File: src/rtl/key_text_buffer_if.sv
// Byte-input handshake and display read port of key_text_buffer.
// master: the keyboard decoder / display side driving the buffer.
// slave:  the buffer itself.
interface key_text_buffer_if #(
  parameter int AW = 5
);
  logic          in_valid;
  logic [7:0]    in_data;
  logic          in_ready;
  logic [AW-1:0] rd_addr;
  logic [7:0]    rd_data;

  modport master (
    output in_valid,
    output in_data,
    output rd_addr,
    input  in_ready,
    input  rd_data
  );

  modport slave (
    input  in_valid,
    input  in_data,
    input  rd_addr,
    output in_ready,
    output rd_data
  );
endinterface

File: src/rtl/key_text_buffer.sv
// key_text_buffer: line-editing text buffer fed by the keyboard decoder.
// Printable bytes are appended at the cursor, backspace erases the previous
// character, and enter blanks the whole line one address per cycle.
// A registered read port serves the text display stage.
// Optional feature macro: CURSOR_BLINK_EN (adds the cursor blink timer;
// when undefined, cur_blink is tied low and no timer exists).
module key_text_buffer #(
  parameter int DEPTH      = 32,
  parameter int AW         = 5,
  parameter int BLINK_HALF = 12500000
) (
  input  logic          clk,
  input  logic          rst_n,
  key_text_buffer_if.slave bus,
  output logic [AW:0]   cursor,
  output logic          line_full,
  output logic          overflow,
  output logic          clearing,
  output logic          cur_blink
);

  typedef enum logic [1:0] {
    S_INIT  = 2'd0,
    S_IDLE  = 2'd1,
    S_CLEAR = 2'd2
  } state_t;

  state_t        state, state_n;
  logic [AW:0]   cursor_n;
  logic          overflow_n;
  logic [AW-1:0] clr_addr, clr_addr_n;
  logic          we;
  logic [AW-1:0] waddr;
  logic [7:0]    wdata;
  logic [7:0]    rd_q;
  logic          accept;
  logic          printable;

  logic [7:0] ram [DEPTH];

  // The line is only editable in IDLE; INIT and CLEAR own the write port.
  assign bus.in_ready = (state == S_IDLE);
  assign clearing     = (state != S_IDLE);
  assign line_full    = (cursor == (AW+1)'(DEPTH));
  assign accept       = bus.in_valid & bus.in_ready;
  assign printable    = (bus.in_data >= 8'h20) && (bus.in_data <= 8'h7E);
  assign bus.rd_data  = rd_q;

  // State, cursor, sticky overflow and blanking address registers.
  always_ff @(posedge clk or negedge rst_n) begin
    if (!rst_n) begin
      state    <= S_INIT;
      cursor   <= '0;
      overflow <= 1'b0;
      clr_addr <= '0;
    end else begin
      state    <= state_n;
      cursor   <= cursor_n;
      overflow <= overflow_n;
      clr_addr <= clr_addr_n;
    end
  end

  // Next-state and write-port decode: blanking sweep or edit command.
  always_comb begin
    state_n    = state;
    cursor_n   = cursor;
    overflow_n = overflow;
    clr_addr_n = clr_addr;
    we         = 1'b0;
    waddr      = clr_addr;
    wdata      = 8'h20;
    case (state)
      S_INIT, S_CLEAR: begin
        we         = 1'b1;
        clr_addr_n = clr_addr + 1'b1;
        if (clr_addr == AW'(DEPTH - 1)) begin
          state_n    = S_IDLE;
          cursor_n   = '0;
          overflow_n = 1'b0;
        end
      end
      S_IDLE: begin
        if (accept) begin
          if (printable) begin
            if (!line_full) begin
              we       = 1'b1;
              waddr    = cursor[AW-1:0];
              wdata    = bus.in_data;
              cursor_n = cursor + 1'b1;
            end else begin
              overflow_n = 1'b1;
            end
          end else if (bus.in_data == 8'h08) begin
            if (cursor != '0) begin
              we       = 1'b1;
              waddr    = cursor[AW-1:0] - 1'b1;
              cursor_n = cursor - 1'b1;
            end
          end else if (bus.in_data == 8'h0D) begin
            state_n = S_CLEAR;
          end
        end
      end
      default: state_n = S_INIT;
    endcase
  end

  // Line RAM write port; contents are meaningless until INIT finishes.
  always_ff @(posedge clk) begin
    if (we) begin
      ram[waddr] <= wdata;
    end
  end

  // Registered display read, returns the pre-write value on a collision.
  always_ff @(posedge clk or negedge rst_n) begin
    if (!rst_n) begin
      rd_q <= 8'h20;
    end else begin
      rd_q <= ram[bus.rd_addr];
    end
  end

`ifdef CURSOR_BLINK_EN
  localparam int BW = (BLINK_HALF > 1) ? $clog2(BLINK_HALF) : 1;
  logic [BW-1:0] blink_cnt;

  // Blink timer restarts on every accepted byte so the cursor stays solid while typing.
  always_ff @(posedge clk or negedge rst_n) begin
    if (!rst_n) begin
      blink_cnt <= '0;
      cur_blink <= 1'b0;
    end else if (accept) begin
      blink_cnt <= '0;
      cur_blink <= 1'b0;
    end else if (blink_cnt == BW'(BLINK_HALF - 1)) begin
      blink_cnt <= '0;
      cur_blink <= ~cur_blink;
    end else begin
      blink_cnt <= blink_cnt + 1'b1;
    end
  end
`else
  assign cur_blink = 1'b0;
`endif

endmodule

File: src/flat_wrapper.sv
// flat-port wrapper written by rule: the top's interface ports become plain ports
module key_text_buffer_flat 
#(
  parameter int DEPTH      = 32,
  parameter int AW         = 5,
  parameter int BLINK_HALF = 12500000
)
  (clk, rst_n, cursor, line_full, overflow, clearing, cur_blink, bus_in_valid, bus_in_data, bus_rd_addr, bus_in_ready, bus_rd_data);
  key_text_buffer_if #(.AW(AW)) bus_i ();
  input  logic clk;
  input  logic rst_n;
  output logic [AW:0] cursor;
  output logic line_full;
  output logic overflow;
  output logic clearing;
  output logic cur_blink;
  input wire logic [$bits(bus_i.in_valid)-1:0] bus_in_valid;
  input wire logic [$bits(bus_i.in_data)-1:0] bus_in_data;
  input wire logic [$bits(bus_i.rd_addr)-1:0] bus_rd_addr;
  output wire logic [$bits(bus_i.in_ready)-1:0] bus_in_ready;
  output wire logic [$bits(bus_i.rd_data)-1:0] bus_rd_data;
  assign bus_i.in_valid = bus_in_valid;
  assign bus_i.in_data = bus_in_data;
  assign bus_i.rd_addr = bus_rd_addr;
  assign bus_in_ready = bus_i.in_ready;
  assign bus_rd_data = bus_i.rd_data;
  key_text_buffer #(.DEPTH(DEPTH), .AW(AW), .BLINK_HALF(BLINK_HALF)) u_core (.clk(clk), .rst_n(rst_n), .bus(bus_i), .cursor(cursor), .line_full(line_full), .overflow(overflow), .clearing(clearing), .cur_blink(cur_blink));
endmodule
File: config.mk
export PLATFORM = sky130hd
export DESIGN_NAME = key_text_buffer_flat
export DESIGN_NICKNAME = d
export VERILOG_FILES = /design/src/rtl/key_text_buffer_if.sv /design/src/rtl/key_text_buffer.sv /design/src/flat_wrapper.sv
export SDC_FILE = /design/constraint.sdc
export NUM_CORES = 1
export LEC_CHECK = 0
export BUFFER_PORTS_ARGS = -buffer_cell sky130_fd_sc_hd__buf_2
export CAP_MARGIN = 25
export CORE_MARGIN = 10
export CORE_UTILIZATION = 54
export DETAILED_ROUTE_END_ITERATION = 8
export GPL_TIMING_DRIVEN = 0
export PLACE_DENSITY = 0.71
export SETUP_SLACK_MARGIN = 0.02
export SYNTH_ARGS = -nofsm -noshare
export SYNTH_HDL_FRONTEND = slang
export SYNTH_SLANG_ARGS = --single-unit
File: constraint.sdc
create_clock -name clk -period 4.8 [get_ports clk]
set_input_delay 0.24 -clock clk [delete_from_list [all_inputs] [get_ports clk]]
set_output_delay 0.24 -clock clk [all_outputs]
set_load 0.02 [all_outputs]
==> results.json <==
{
  "status": "finished, final reports clean",
  "maxCapViolations": 0,
  "finalNonFillerCells": 974,
  "antenna_left": 0,
  "worst_pin_slew_ns": 0.967,
  "ctsRootBufferMaster": "clkbuf_16",
  "place_ws_ns": 0.732,
  "track_usage": 0.170,
  "yosys_warnings": 0,
  "ys.flop_type": "edfxtp_1",
  "postSynthAreaPerCell_um2": 20.3,
  "drv_slew": 0,
  "max-slew-margin-rel": 0.352,
  "drt-wirelength-per-cell_um": 23.6,
  "dieWidth_um": 165,
  "clock_latency_ns": 0.51,
  "grt.overflow.total": 0,
  "synthArstFlopShare": 0.0791,
  "nFillCells": 1444,
  "rrSetupSlack_ns": 0.82,
  "yosysSeqAreaShare": 0.724,
  "final.setup.worst_slack_ns": 0.821,
  "start_util": 0.545,
  "whs_ns": 0.136,
  "wl_um": 23000,
  "min_to": "u_core.state[1]",
  "grt_antenna_before_repair": 0,
  "dp_hpwl_um": 16000,
  "grt_pass1_vias": 5904,
  "cp_num_buf_inv": 5,
  "area_delta_synth_final_pct": 15.7,
  "hold_class": "in -> reg",
  "p_leak_uw": 0.00444,
  "setup_violations": 0,
  "crit_family": "simple AND/OR/NAND/NOR gates",
  "start_kind": "flip-flop",
  "cp.required_ns": 5.02,
  "ioPinCount": 35,
  "r2r_cells": 12,
  "routabilityCongestion": 0.886,
  "cp-end-kind": "flip-flop",
  "die-area_mm2": 0.0273,
  "hold_viol_final": 0,
  "io_buffers": 28,
  "viasPerCell": 5.95,
  "cts_tree": "built",
  "critPathKind": "reg -> reg",
  "p_per_area_mw_per_mm2": 437,
  "synth_cells": 560,
  "antenna_cells": 0,
  "numCtsBuffers": 27,
  "clockBufferDepth": 3,
  "clk_pin_slew_ns": 0.06,
  "vias": 5794,
  "nets": 706,
  "fin_util": 0.631,
  "grt_max_degree": 33,
  "r2r_end": "u_core.ram[25][2]",
  "hold_start": "bus_in_valid",
  "fin_skew_ns": 0.00605,
  "min_path_cells": 3,
  "reg2reg_from": "u_core.cursor[0]",
  "max-vdd-ir-drop_v": 0.000306,
  "drive_above_1_share": 0.298,
  "fin_crit_sh": 0.829,
  "rsz0062_at_grt": "no",
  "place_inst": 914,
  "drc": 0,
  "rows": 53,
  "ctsHtreeMaxLevel": 1,
  "die_y_um": 165,
  "synth_seq_cells": 278,
  "fin_crit_ns": 3.98,
  "drt-initial-drc-count": 518,
  "critPathSlowestCell": "nor3b_1",
  "firstDrtPassIters": 5,
  "arrival_ns": 4.20,
  "critPathMaxFanout": 10,
  "cpPeakStageDelay_ns": 0.65,
  "synth_edf_count": 256,
  "grt_pass1_wl_um": 34900,
  "fin_tns_setup_ns": 0,
  "yosysUniqueCellTypes": 56,
  "coreArea_mm2": 0.0209,
  "numClockSinks": 278,
  "fmax_mhz": 251,
  "path_cells": "inv_1 > ha_1 > or3b_1 > o311a_1 > buf_6 > a21o_4 > a21oi_1 > or2_1 > buf_4 > buf_6 > nor3b_1 > buf_4",
  "syn_area_mm2": 0.0114
}
[worst register-to-register path: stages (launching register included)]
cell and delay [ns]:
dfrtp_1 0.50, inv_1 0.22, ha_1 0.20, or3b_1 0.36, o311a_1 0.32, buf_6 0.15, a21o_4 0.23, a21oi_1 0.32
or2_1 0.15, buf_4 0.16, buf_6 0.16, nor3b_1 0.65, buf_4 0.27
[cell usage after synthesis, types with 2 or more instances]
library cell,instances,share of area
a21o_1,7,0.0046
a21oi_1,15,0.0066
a31oi_1,2,0.0011
a32o_1,2,0.0018
and2_1,7,0.0038
and3_1,3,0.0016
buf_1,10,0.0033
buf_2,3,0.0013
buf_4,2,0.0013
buf_6,2,0.0020
clkbuf_1,11,0.0036
dfrtp_1,21,0.046
edfxtp_1,256,0.68
ha_1,8,0.0088
inv_1,5,0.0016
mux2_2,10,0.0099
mux4_2,80,0.16
nand2_1,9,0.0030
nand2b_1,3,0.0016
nand3_1,11,0.0048
nor2_1,9,0.0030
nor2b_1,3,0.0016
nor3_1,20,0.0088
nor3_2,2,0.0018
nor3b_1,6,0.0040
nor4_1,4,0.0022
o21ai_0,10,0.0044
o221ai_1,2,0.0015
or3_1,2,0.0011
xnor2_1,7,0.0054
xor2_1,3,0.0023
[cell type report]
type / instances / area (um2) / share of cell area
sequential: 278 / 8240 / 0.625
multi-input combinational: 280 / 3150 / 0.239
clock buffer: 36 / 772 / 0.0586
timing repair buffer: 60 / 440 / 0.0334
tap: 275 / 344 / 0.0261
buffer: 28 / 131 / 0.00997
clock inverter: 11 / 75.1 / 0.00570
inverter: 6 / 22.5 / 0.00171
[power by group]
| part | internal, uW | switching, uW | total (uW) |
|---|---|---|---|
| Sequential | 2770 | 96.2 | 2870 |
| Clock | 1170 | 825 | 2000 |
| Combinational | 342 | 542 | 884 |
[worst max-delay path by stage]
stage | depth (start not counted) | start | slack (ns) | end
2_1_floorplan | 10 | u_core.cursor[0] | 1.03 | u_core.ram[26][0]
3_3_place_gp | 9 | u_core.cursor[0] | 0.40 | u_core.ram[18][7]
4_1_cts | 9 | u_core.cursor[0] | 0.76 | u_core.ram[10][5]
5_1_grt | 12 | u_core.cursor[0] | 0.49 | u_core.ram[25][2]
6_report | 12 | u_core.cursor[0] | 0.82 | u_core.ram[25][2]
3_5_place_dp | 9 | u_core.cursor[0] | 0.73 | u_core.ram[20][7]
[kinds of logic after synthesis]
group | after synthesis | synth area share
xor gates and xnor gates | 10 | 0.00769
buffers and inverters | 34 | 0.0135
AOI/OAI and AO/OA | 52 | 0.0324
DFF | 278 | 0.724
other | 1 | 0.000329
muxes | 90 | 0.168
and+or+nand+nor | 86 | 0.0437
adders and majority gates | 9 | 0.0105
[cell usage in the layout, fill, tap and decap left out, types with 7 or more instances in the layout]
cell type  instances
nand3_1           11
o21ai_0           10
buf_8              7
a21o_1             7
buf_4              8
nand2_1            9
xnor2_1            7
clkbuf_16         31
nor2_1             9
clkbuf_1          16
dfrtp_1           21
mux2_2            10
and2_1             7
nor3_1            17
buf_1             10
buf_2             43
a21oi_1           15
ha_1               8
edfxtp_1         256
conb_1            33
mux4_2            80
[stage by stage]
| stage | area [um2] | total power, uW |
|---|---|---|
| 4_1_cts | 13000 | 5770 |
| 3_3_place_gp | 12000 | 3720 |
| 6_report | 13200 | 5750 |
| 2_1_floorplan | 11500 | 3490 |
| 3_5_place_dp | 12200 | 3790 |
| 5_1_grt | 13200 | 5980 |
[state kept, by name, summed over array words and instances (netlist names)]
signal / count
u_core.ram: 256
u_core.overflow: 1
u_core.cursor: 6
u_core.bus.rd_data: 8
u_core.clr_addr: 5
u_core.state: 2
[what timing repair did]
action | in CTS | in global routing
buffers inserted | 0 | 0
endpoints found under the hold margin | 21 | 0
resized for setup | 0 | 0
hold buffers | 1 | 0
[per-layer routing]
layer	wire length, um	GRT usage
met1	9750	0.239
met2	11400	0.277
met5	0	0
met3	1430	0.0263
met4	387	0.0399
No activity file was read; power rests on OpenSTA's default activity.
